<file path="config.mk">
export PLATFORM = sky130hd
export DESIGN_NAME = ifetch
export DESIGN_NICKNAME = d
export VERILOG_FILES = /design/src/rtl/ifetch_pkg.sv /design/src/rtl/fetch_skid.sv /design/src/rtl/ifetch.sv
export SDC_FILE = /design/constraint.sdc
export NUM_CORES = 1
export LEC_CHECK = 0
export BUFFER_PORTS_ARGS = -buffer_cell sky130_fd_sc_hd__buf_2
export CORE_AREA = 10 10 124 126
export CTS_CLUSTER_DIAMETER = 30
export DETAILED_ROUTE_END_ITERATION = 12
export DIE_AREA = 0 0 134 136
export PLACE_DENSITY = 0.55
export SYNTH_ARGS = -nofsm -noshare
export SYNTH_HDL_FRONTEND = slang
export SYNTH_HIERARCHICAL = 1
export SYNTH_SLANG_ARGS = --single-unit
</file>
<file path="constraint.sdc">
create_clock -name clk -period 4.8 [get_ports clk]
set_input_delay 0.72 -clock clk [delete_from_list [all_inputs] [get_ports clk]]
set_output_delay 0.72 -clock clk [all_outputs]
set_load 0.005 [all_outputs]
</file>
<file path="src/rtl/ifetch_pkg.sv">
// Shared widths, types and helpers for the instruction fetch slice.
package ifetch_pkg;
  localparam int ADDR_W = 5;
  localparam int DATA_W = 32;

  typedef logic [ADDR_W-1:0] addr_t;
  typedef logic [DATA_W-1:0] word_t;

  function automatic addr_t pc_next(addr_t pc);
    return pc + addr_t'(1);
  endfunction
endpackage

</file>
<file path="src/rtl/fetch_skid.sv">
// Two-entry in-order buffer between the instruction RAM response and decode.
module fetch_skid
  import ifetch_pkg::*;
#(
  parameter int DW = DATA_W
) (
  input  logic          clk,
  input  logic          rst_n,
  input  logic          push_i,
  input  logic [DW-1:0] push_data_i,
  input  addr_t         push_pc_i,
  input  logic          pop_i,
  input  logic          flush_i,
  output logic          valid_o,
  output logic [DW-1:0] data_o,
  output addr_t         pc_o,
  output logic [1:0]    count_o
);
  logic          v0_q, v0_d, v1_q, v1_d;
  logic [DW-1:0] d0_q, d0_d, d1_q, d1_d;
  addr_t         p0_q, p0_d, p1_q, p1_d;
  logic          pop;

  assign pop = pop_i && v0_q;

  always_comb begin
    v0_d = v0_q;
    v1_d = v1_q;
    d0_d = d0_q;
    d1_d = d1_q;
    p0_d = p0_q;
    p1_d = p1_q;
    if (flush_i) begin
      v0_d = 1'b0;
      v1_d = 1'b0;
    end else if (pop) begin
      // head advances; a simultaneous push lands behind whatever remains
      d0_d = d1_q;
      p0_d = p1_q;
      v0_d = v1_q;
      v1_d = 1'b0;
      if (push_i) begin
        if (v1_q) begin
          d1_d = push_data_i;
          p1_d = push_pc_i;
          v1_d = 1'b1;
        end else begin
          d0_d = push_data_i;
          p0_d = push_pc_i;
          v0_d = 1'b1;
        end
      end
    end else if (push_i) begin
      if (!v0_q) begin
        d0_d = push_data_i;
        p0_d = push_pc_i;
        v0_d = 1'b1;
      end else begin
        d1_d = push_data_i;
        p1_d = push_pc_i;
        v1_d = 1'b1;
      end
    end
  end

  always_ff @(posedge clk or negedge rst_n) begin
    if (!rst_n) begin
      v0_q <= 1'b0;
      v1_q <= 1'b0;
      d0_q <= '0;
      d1_q <= '0;
      p0_q <= '0;
      p1_q <= '0;
    end else begin
      v0_q <= v0_d;
      v1_q <= v1_d;
      d0_q <= d0_d;
      d1_q <= d1_d;
      p0_q <= p0_d;
      p1_q <= p1_d;
    end
  end

  assign valid_o = v0_q;
  assign data_o  = d0_q;
  assign pc_o    = p0_q;
  assign count_o = {1'b0, v0_q} + {1'b0, v1_q};
endmodule

</file>
<file path="src/rtl/ifetch.sv">
// Instruction fetch: sequential PC, one-cycle RAM latency, redirect, 2-entry output buffer.
module ifetch
  import ifetch_pkg::addr_t;
  import ifetch_pkg::pc_next;
#(
  parameter addr_t RESET_PC = 5'd0,
  parameter int    DATA_W   = 32
) (
  input  logic              clk,
  input  logic              rst_n,
  output addr_t             mem_addr,
  input  logic [DATA_W-1:0] mem_data,
  output logic              inst_valid,
  input  logic              inst_ready,
  output logic [DATA_W-1:0] inst_data,
  output addr_t             inst_pc,
  input  logic              redirect,
  input  addr_t             redirect_pc
);
  logic       run_q;
  logic       inflight_q;
  addr_t      inflight_pc_q;
  addr_t      fetch_pc_q, fetch_pc_d;
  logic [1:0] occ;
  logic [2:0] load;
  logic       pop, issue;

  assign pop  = inst_valid && inst_ready;
  assign load = {1'b0, occ} + {2'b00, inflight_q};
  // at most one entry may remain committed after this cycle's pop, so a new response always fits
  assign issue = run_q && !redirect && (load <= ({2'b00, pop} + 3'd1));

  always_comb begin
    fetch_pc_d = fetch_pc_q;
    if (redirect) fetch_pc_d = redirect_pc;
    else if (issue) fetch_pc_d = pc_next(fetch_pc_q);
  end

  always_ff @(posedge clk or negedge rst_n) begin
    if (!rst_n) begin
      run_q         <= 1'b0;
      fetch_pc_q    <= RESET_PC;
      inflight_q    <= 1'b0;
      inflight_pc_q <= '0;
    end else begin
      run_q      <= 1'b1;
      fetch_pc_q <= fetch_pc_d;
      inflight_q <= issue;
      if (issue) inflight_pc_q <= fetch_pc_q;
    end
  end

  assign mem_addr = fetch_pc_q;

  fetch_skid #(.DW(DATA_W)) u_skid (
    .clk        (clk),
    .rst_n      (rst_n),
    .push_i     (inflight_q),
    .push_data_i(mem_data),
    .push_pc_i  (inflight_pc_q),
    .pop_i      (pop),
    .flush_i    (redirect),
    .valid_o    (inst_valid),
    .data_o     (inst_data),
    .pc_o       (inst_pc),
    .count_o    (occ)
  );
endmodule

</file>
# Word level (Yosys, flattened, before mapping)
# Index checks and enable logic that the tools add are counted.
# totals
latchBits	0
mem_count	0
register_bits	88
output_inout_bits	43
inputBits	41
ram_bits	0
elab_cells	63
rom_bits	0
# op_classes
n_bitwise	1
n_lt_le_gt_ge	1
addsub	4
n_eq_ne	2
div	0
n_shift	0
n_reduce_logical	13
n_mux	32
mul	0
# ops
op	n
$mux 32	10
$mux 5	12
$mux 1	10
$reduce_bool 2->1	3
$reduce_bool 3->1	2
$add 5x1->5 const B	1
$logic_and 1x1->1	4
$reduce_and 4->1	1
$add 2x1->3	1
$le 3x2->1	1
$reduce_and 3->1	1
$add 1x1->2	1
$add 1x1->2 const B	1
$ne 2x1->1 const B	1
$ne 2x2->1 const B	1
$reduce_and 2->1	1
$logic_not 1->1	1
$not 1->1	1

# Longest topological paths before layout
# Gate-level depths: netlist (run 1).
# depth
ltp_word	6
depth_mapped	10
depth_no_buf	9

# Modules after synthesis
# The synthesis (run 1) kept the hierarchy.
# modules_own_cells
mod	n_inst	area_per_inst_um2	cells_per_inst	seq_area_each_um2
fetch_skid	1	3757.4	308	1901.8
ifetch	1	680.7	60	300.3

# Least setup slack after synthesis (run 1)
# OpenSTA, ideal clock, no wires.
# synth_path
path_type	register -> register
start	register u_skid.v0_q (netlist: u_skid/valid_o)
end	register inflight_pc_q[0]
n_path_buf	1
synth_period_minus_slack_ns	2.686
t_required_ns	4.675
setup_slack_ns	2.114
setup_ns	0.125
arrival_ns	2.561
path_stages_with_launch	9
cell_sequence	dfrtp_1 -> ha_1 -> ha_1 -> inv_1 -> fa_1 -> or3_4 -> a32oi_2 -> buf_6 -> mux2_2
# synth_between
elab_chain_len	4
word_cells_on_any_way	6
cone_classes	3 x add/sub; 1 x order compare; 2 x reduce/logical
# synth_lines
element	line	source
from (decl)	fetch_skid.sv:19	logic v0_q, v0_d, v1_q, v1_d;
from (signal assigned)	fetch_skid.sv:75	v0_q <= v0_d;
$add 1x1->2	fetch_skid.sv:87	assign count_o = {1'b0, v0_q} + {1'b0, v1_q};
named net occ[0]	ifetch.sv:24	logic [1:0] occ;
$add 2x1->3	ifetch.sv:29	assign load = {1'b0, occ} + {2'b00, inflight_q};
$le 3x2->1	ifetch.sv:31	assign issue = run_q && !redirect && (load <= ({2'b00, pop} + 3'd1));
$logic_and 1x1->1	ifetch.sv:31	
to (signal assigned)	ifetch.sv:49	if (issue) inflight_pc_q <= fetch_pc_q;
to (decl)	ifetch.sv:22	addr_t inflight_pc_q;
# The timed path passes the listed nets, and every way through them passes these cells.
# A chain may end at the register's enable or synchronous reset.

# Final worst setup path (run 1)
# layout_path
start	register u_skid.v0_q (netlist: u_skid/valid_o)
end	register inflight_pc_q[4]
# The elaborated chain is that of the path after synthesis.

==> results of run 1 <==
final cells by class:
cell class | count | area (um^2)
clock buffers | 13 | 260
well taps | 176 | 220
repair buffers | 86 | 440
multi-input cells | 240 | 1970
fillers | 1287 | 7820
flip-flops and latches | 88 | 2200
clock inverters | 3 | 40.0
inverters | 7 | 26.3
path summary, 6_finish.rpt:
check	to
setup / recovery	inflight_pc_q[4]
hold / removal	run_q
setup reg to reg	inflight_pc_q[4]
hold reg to reg	u_skid/d1_q[29]
max in group asynchronous	u_skid/d1_q[26]
min in group clk	u_skid/d1_q[29]
metal layers:
metal	global-route usage, %	part of all wire, %
met1	15.1	45
met2	22.0	48
met3	4.61	5.5
met4	4.96	1.6
met5	0	0
critical path: stages, from the launching register on:
cell and delay, ps:
dfrtp_1 500, ha_1 360, ha_1 220, inv_1 70
fa_1 450, or3_4 400, a32oi_2 520, mux2_2 400
synth_stat cells (2+ instances only):
cell type  instances
a21oi_1           39
a31oi_1            9
a31oi_2           30
buf_12             3
buf_2             10
buf_4              4
buf_6              7
clkbuf_1           9
dfrtp_1           88
ha_1               5
inv_1              7
mux2_2            11
mux2_4            31
nand2_1           10
nand3_1           38
nor2_1             2
nor2b_1            2
o21ai_0           39
o21ai_1            3
cells by family (layout without fill, tap and decap cells):
kind of cell               after synthesis  in the layout
xor gates and xnor gates                 1              1
AOI/OAI and AO/OA                      124            124
muxes                                   43             43
buffers and inverters                   40            109
other                                    1              1
adders and majority gates                6              6
DFF                                     88             88
and+or+nand+nor                         65             65
power groups by stage:
| stage | combinational (uW) | clock (uW) | sequential (uW) |
|---|---|---|---|
| 2_1_floorplan | 860 | 0 | 1260 |
| 3_3_place_gp | 1180 | 0 | 1280 |
| 3_5_place_dp | 1190 | 0 | 1300 |
| 4_1_cts | 1190 | 740 | 1290 |
| 5_1_grt | 1300 | 769 | 1330 |
| 6_report | 1170 | 713 | 1290 |
metrics by stage:
step | hold slack [ps] | setup WS, ps | cell area, um^2 | power (uW)
after floorplan | 424 | 2110 | 4440 | 2120
after CTS | 368 | 1750 | 5160 | 3220
final | 359 | 1770 | 5160 | 3170
after detailed placement | 491 | 1750 | 4860 | 2490
after global routing | 386 | 1630 | 5160 | 3400
after global placement | 487 | 1880 | 4860 | 2460
flip-flops by register name (all words and copies together) (netlist names):
register and count:
inflight_pc_q 5, u_skid/pc_o 5, u_skid/v1_q 1, u_skid/d1_q 32
mem_addr 5, u_skid/valid_o 1, run_q 1, u_skid/p1_q 5
u_skid/data_o 32, inflight_q 1
==> metrics.md, run 1 <==
| Metric | Value |
|---|---|
| Pint | `around 2100 uW` |
| CORE AREA | `13,000 um^2` |
| Total routed wirelength | `11.6 mm` |
| CP startpoint | `u_skid/valid_o` |
| Fmax | `330 MHz` |
| Worst-Margin Slew | `1010 ps` |
| #FFs+latches synth | `88` |
| Crit path max fanout | `11` |
| CTS buffer count | `9` |
| Cells on worst reg2reg path | `7` |
| Net count, final | `479` |
| Routability cong. | `0.757` |
| Count of cell types in the netlist | `40` |
| First-pass GRT wire length | `18.8 mm` |
| Clk_skew | `3.96 ps` |
| Layout cell share with drive strength beyond 1 | `42.6%` |
| Total track usage | `13.1%` |
| DRC | `0` |
| Fin util | `39.7%` |
| Via density | `between 5 and 6` |
| CTS clk-pin slew, worst paths | `60 ps` |
| Clock buffer depth | `2` |
| # Post-CTS Setup Buffers | `0` |
| Adder-Cell Fraction of Synth Area | `1.86%` |
| Critical path endpoint category | `flip-flop` |
| Post-layout min period | `between 3000 and 4000 ps` |
| RSZ-0062 raised after global routing | `false` |
| ANT nets after route | `0` |
| Sw Ratio | `34.8%` |
| Cell count after synthesis | `368` |
| Initial Util | `34.2%` |
| Non-Filler Instances | `613` |
| Worst EP required | `5030 ps` |
| CTS tree | `yes` |
| Die area | `about 18,000 um^2` |
| Comb power frac | `a little under two fifths` |
| Leakage | `0.00225 uW` |
| DRT iter0 DRCs | `about 150` |
| Post-synthesis compound-gate area fraction | `19.9%` |
| Setup crit start kind | `flip-flop` |
| DRT Pass-1 Iters | `4` |
| Row count | `42` |
| Post-synthesis net count | `415` |
| CTS root buf | `clkbuf_16` |
| Sequential share of the synthesized area | `between 40 and 50%` |
| Final setup fails | `0` |
| Max Cap Viol | `0` |
| Synth Area in XOR/XNOR | `less than 1%` |
| Power per Cell Area | `615 nW/um^2` |
| Commonest non-fill, non-tap cell in the layout | `dfrtp_1` |
| Wirelength per Cell | `roughly 19 um` |
| Top_reg_cell synth | `dfrtp_1` |
| Vias | `3,134` |
| Largest family of logic cells by synthesized area | `compound AO/OA/AOI/OAI gates` |
| Grt ovf | `0` |
| Status | `complete, no violations` |
| Synthesized area per cell | `12.1 um^2` |
| Part of the power in registers | `approximately two fifths` |
| Clk pwr share | `22.5%` |
| N_diodes | `0` |
| VDD IR max | `0.000268 V` |
| Most frequent cells in the layout | `88 x dfrtp_1, 82 x buf_2, 39 x o21ai_0, 39 x a21oi_1, 38 x nand3_1` |
| Post-CTS Hold Buffers | `0` |
| Post-DP HPWL | `6.94 mm` |
| Hold Path Class | `input pin to asynchronous set/reset pin` |
| Pins Over Slew Limit | `0` |
| Port Buf Inserts | `83` |
| Mux cell area share after synthesis | `roughly 14%` |
| Share of the synthesized area in the top cell type | `about half` |
| Cell taking the most area after synthesis | `dfrtp_1` |
| Net Switching | `roughly 1100 uW` |
| Pin count of the biggest net entering global routing | `48` |
| CTS resizes | `0` |
| Post-synth EDFFs | `0` |
| Initial antenna violation count | `0` |
| Reg2reg setup slack | `1770 ps` |
| Worst rel slew slack | `32.6%` |
| Synth area leaders | `dfrtp_1 50%, mux2_4 10%, a31oi_2 8.5%` |
| Critical setup path kind | `flip-flop to flip-flop` |
| Latest clock arrival within the worst-skew pair | `roughly 340 ps` |
| Simple-Gate Fraction of Synth Area | `under 10%` |
| Synthesized area | `4440 um^2` |
| Placed Instances | `597` |
| Final Cycle Share | `63.1%` |
| Asr flop ratio synth | `100%` |
| # IOs | `84` |
| Vias in the first global route | `3,465` |
| Chip width | `134 um` |
| Area Overhead vs Synth | `16.2%` |
| Final TNS setup | `0 ps` |
| Die H | `around 140 um` |
| Endpoints failing hold | `0` |
| R2R Path Start | `u_skid/valid_o` |
| Synth warn | `6` |
| Crit path DAT | `about 3300 ps` |
| H-tree Lvls | `3` |
| Clock Sinks | `88` |
(Power assumes the default switching activity.)
==> inputs of run 2 (changes only) <==
- PLACE_DENSITY: 0.55 -> 0.57
- clock period: 4.8 -> 2.5 ns (I/O delays scaled with it)
==> metrics.md, run 2 (synthesized netlist as in run 1, its figures left out) <==
| Metric | Value |
|---|---|
| PnR Total Power | `6400 uW` |
| Initial antenna violation count | `0` |
| Grt ovf | `0` |
| Initial Util | `34.2%` |
| Latest clock arrival within the worst-skew pair | `340 ps` |
| Final Cell Area | `about 5400 um^2` |
| Clock buffer depth | `2` |
| DRT Pass-1 Iters | `6` |
| RSZ-0062 raised after global routing | `true` |
| Commonest non-fill, non-tap cell in the layout | `dfrtp_1` |
| Most frequent cells in the layout | `87 x dfrtp_1, 82 x buf_2, 39 x a21oi_1, 38 x o21ai_0, 38 x nand3_1` |
| Clock Sinks | `a little under 90` |
| Net count, final | `between 400 and 500` |
| CTS tree | `yes` |
| CTS root buf | `clkbuf_16` |
| Area Overhead vs Synth | `21.9%` |
| Hold Path Class | `input pin to asynchronous set/reset pin` |
| CTS buffer count | `9` |
| Failing checks | `negative setup slack` |
| Pins Over Slew Limit | `0` |
| CP max stage delay | `470 ps` |
| Filler Cells Inserted | `1,264` |
| Port Buf Inserts | `83` |
| Routability cong. | `0.767` |
| Crit path max fanout | `4` |
| Crit path cell chain | `ha_4 > ha_4 > inv_2 > fa_2 > or3_4 > a32oi_4 > buf_6 > mux2_4` |
| Final TNS setup | `-8.94 ps` |
| Status | `finished with violations` |
| First-pass GRT wire length | `18.5 mm` |
| Setup crit start kind | `flip-flop` |
| Max Cap Viol | `0` |
| WP buf/inv | `2` |
| Crit path DAT | `approximately 2700 ps` |
| CORE AREA | `about 13,000 um^2` |
| Fin Hold WS | `32.2 ps` |
| Vias in the first global route | `3,418` |
| Chip width | `~130 um` |
| Row count | `42` |
| Die area | `18,200 um^2` |
| Cell family with most CP delay | `adder cells` |
| Worst EP required | `2720 ps` |
| H-tree Lvls | `3` |
| Pin count of the biggest net entering global routing | `48` |
| Final setup fails | `4` |
| Setup WS post-layout | `-6.60 ps` |
| Power per Cell Area | `1180 nW/um^2` |
| Worst rel slew slack | `56.8%` |
| Post-layout min period | `2510 ps` |
| Worst-Margin Slew | `648 ps` |
| Fmax | `399 MHz` |
| Final Cycle Share | `100%` |
| VDD IR max | `0.000482 V` |
| DRT iter0 DRCs | `around 230` |
| Vias | `3,239` |
| Endpoints failing hold | `0` |
| Layout cell share with drive strength beyond 1 | `46.3%` |
| DP Area | `5050 um^2` |
| Total track usage | `between 10% and 20%` |
| Via density | `slightly above 5` |
| Clk_skew | `3.21 ps` |
| Post-DP HPWL | `7.42 mm` |
| Total routed wirelength | `11.6 mm` |
| Critical setup path kind | `flip-flop to flip-flop` |
| N_diodes | `0` |
| Die H | `between 100 and 150 um` |
| Cell mode on critical path | `ha_4` |
| CTS clk-pin slew, worst paths | `60 ps` |
| Leakage | `0.00238 uW` |
| Critical path endpoint category | `flip-flop` |
| CP max-delay cell | `fa_2` |
| Wirelength per Cell | `between 15 and 20 um` |
| DRC | `0` |
| # IOs | `84` |
| ANT nets after route | `0` |
-- run 2: per-stage QoR --
stage          instances  setup WS [ps]  util (%)
6_report             630          -6.60      41.7
5_1_grt              630          -81.7      41.7
4_1_cts              629          -24.4      41.4
3_5_place_dp         612          -42.5      38.9
3_3_place_gp         612          -6.58      38.9
2_1_floorplan        368          -40.4         -
-- run 2: cell type report --
class                           count  area (um^2)  share of cell area (%)
Timing Repair Buffer              103          613                    11.3
Tap cell                          176          220                    4.07
Clock buffer                       14          284                    5.25
Inverter                            7         26.3                   0.486
Multi-Input combinational cell    240         2030                    37.5
Sequential cell                    88         2200                    40.7
Clock inverter                      2         35.0                   0.647
-- run 2: final timing paths --
path	startpoint	endpoint	slack [ps]	depth (start not counted)
worst max-delay path	u_skid/v1_q	inflight_pc_q[4]	-7	8
worst max register to register	u_skid/v1_q	inflight_pc_q[4]	-7	8
min in group clk	redirect_pc[2]	mem_addr[2]	260	3
worst min-delay path	rst_n	mem_addr[1]	30	1
worst min register to register	u_skid/d1_q[31]	u_skid/d1_q[31]	510	1
max in group asynchronous	rst_n	u_skid/data_o[16]	1820	2
-- run 2: report_power, final --
group | internal [uW] | leakage, uW | switching [uW]
Combinational | 1260 | 0.00117 | 1250
Sequential | 2060 | 0.00105 | 400
Clock | 883 | 0.000159 | 541
Total | 4200 | 0.00238 | 2190
-- run 2: what timing repair did --
item / in CTS / in global routing
setup buffers: 1 / 1
hold buffers: 0 / 0
resized for setup: 0 / 6
endpoints found under the setup margin: 7 / 8
gates cloned: 0 / 0
pin swaps: 1 / 4
-- run 2: layer usage --
layer,routed length [um],vias up,global-route usage [%]
met5,0,-,0
met4,149,0,4.53
met3,712,12,3.87
met2,5520,99,20.5
met1,5200,1618,15.9
li1,-,1510,-
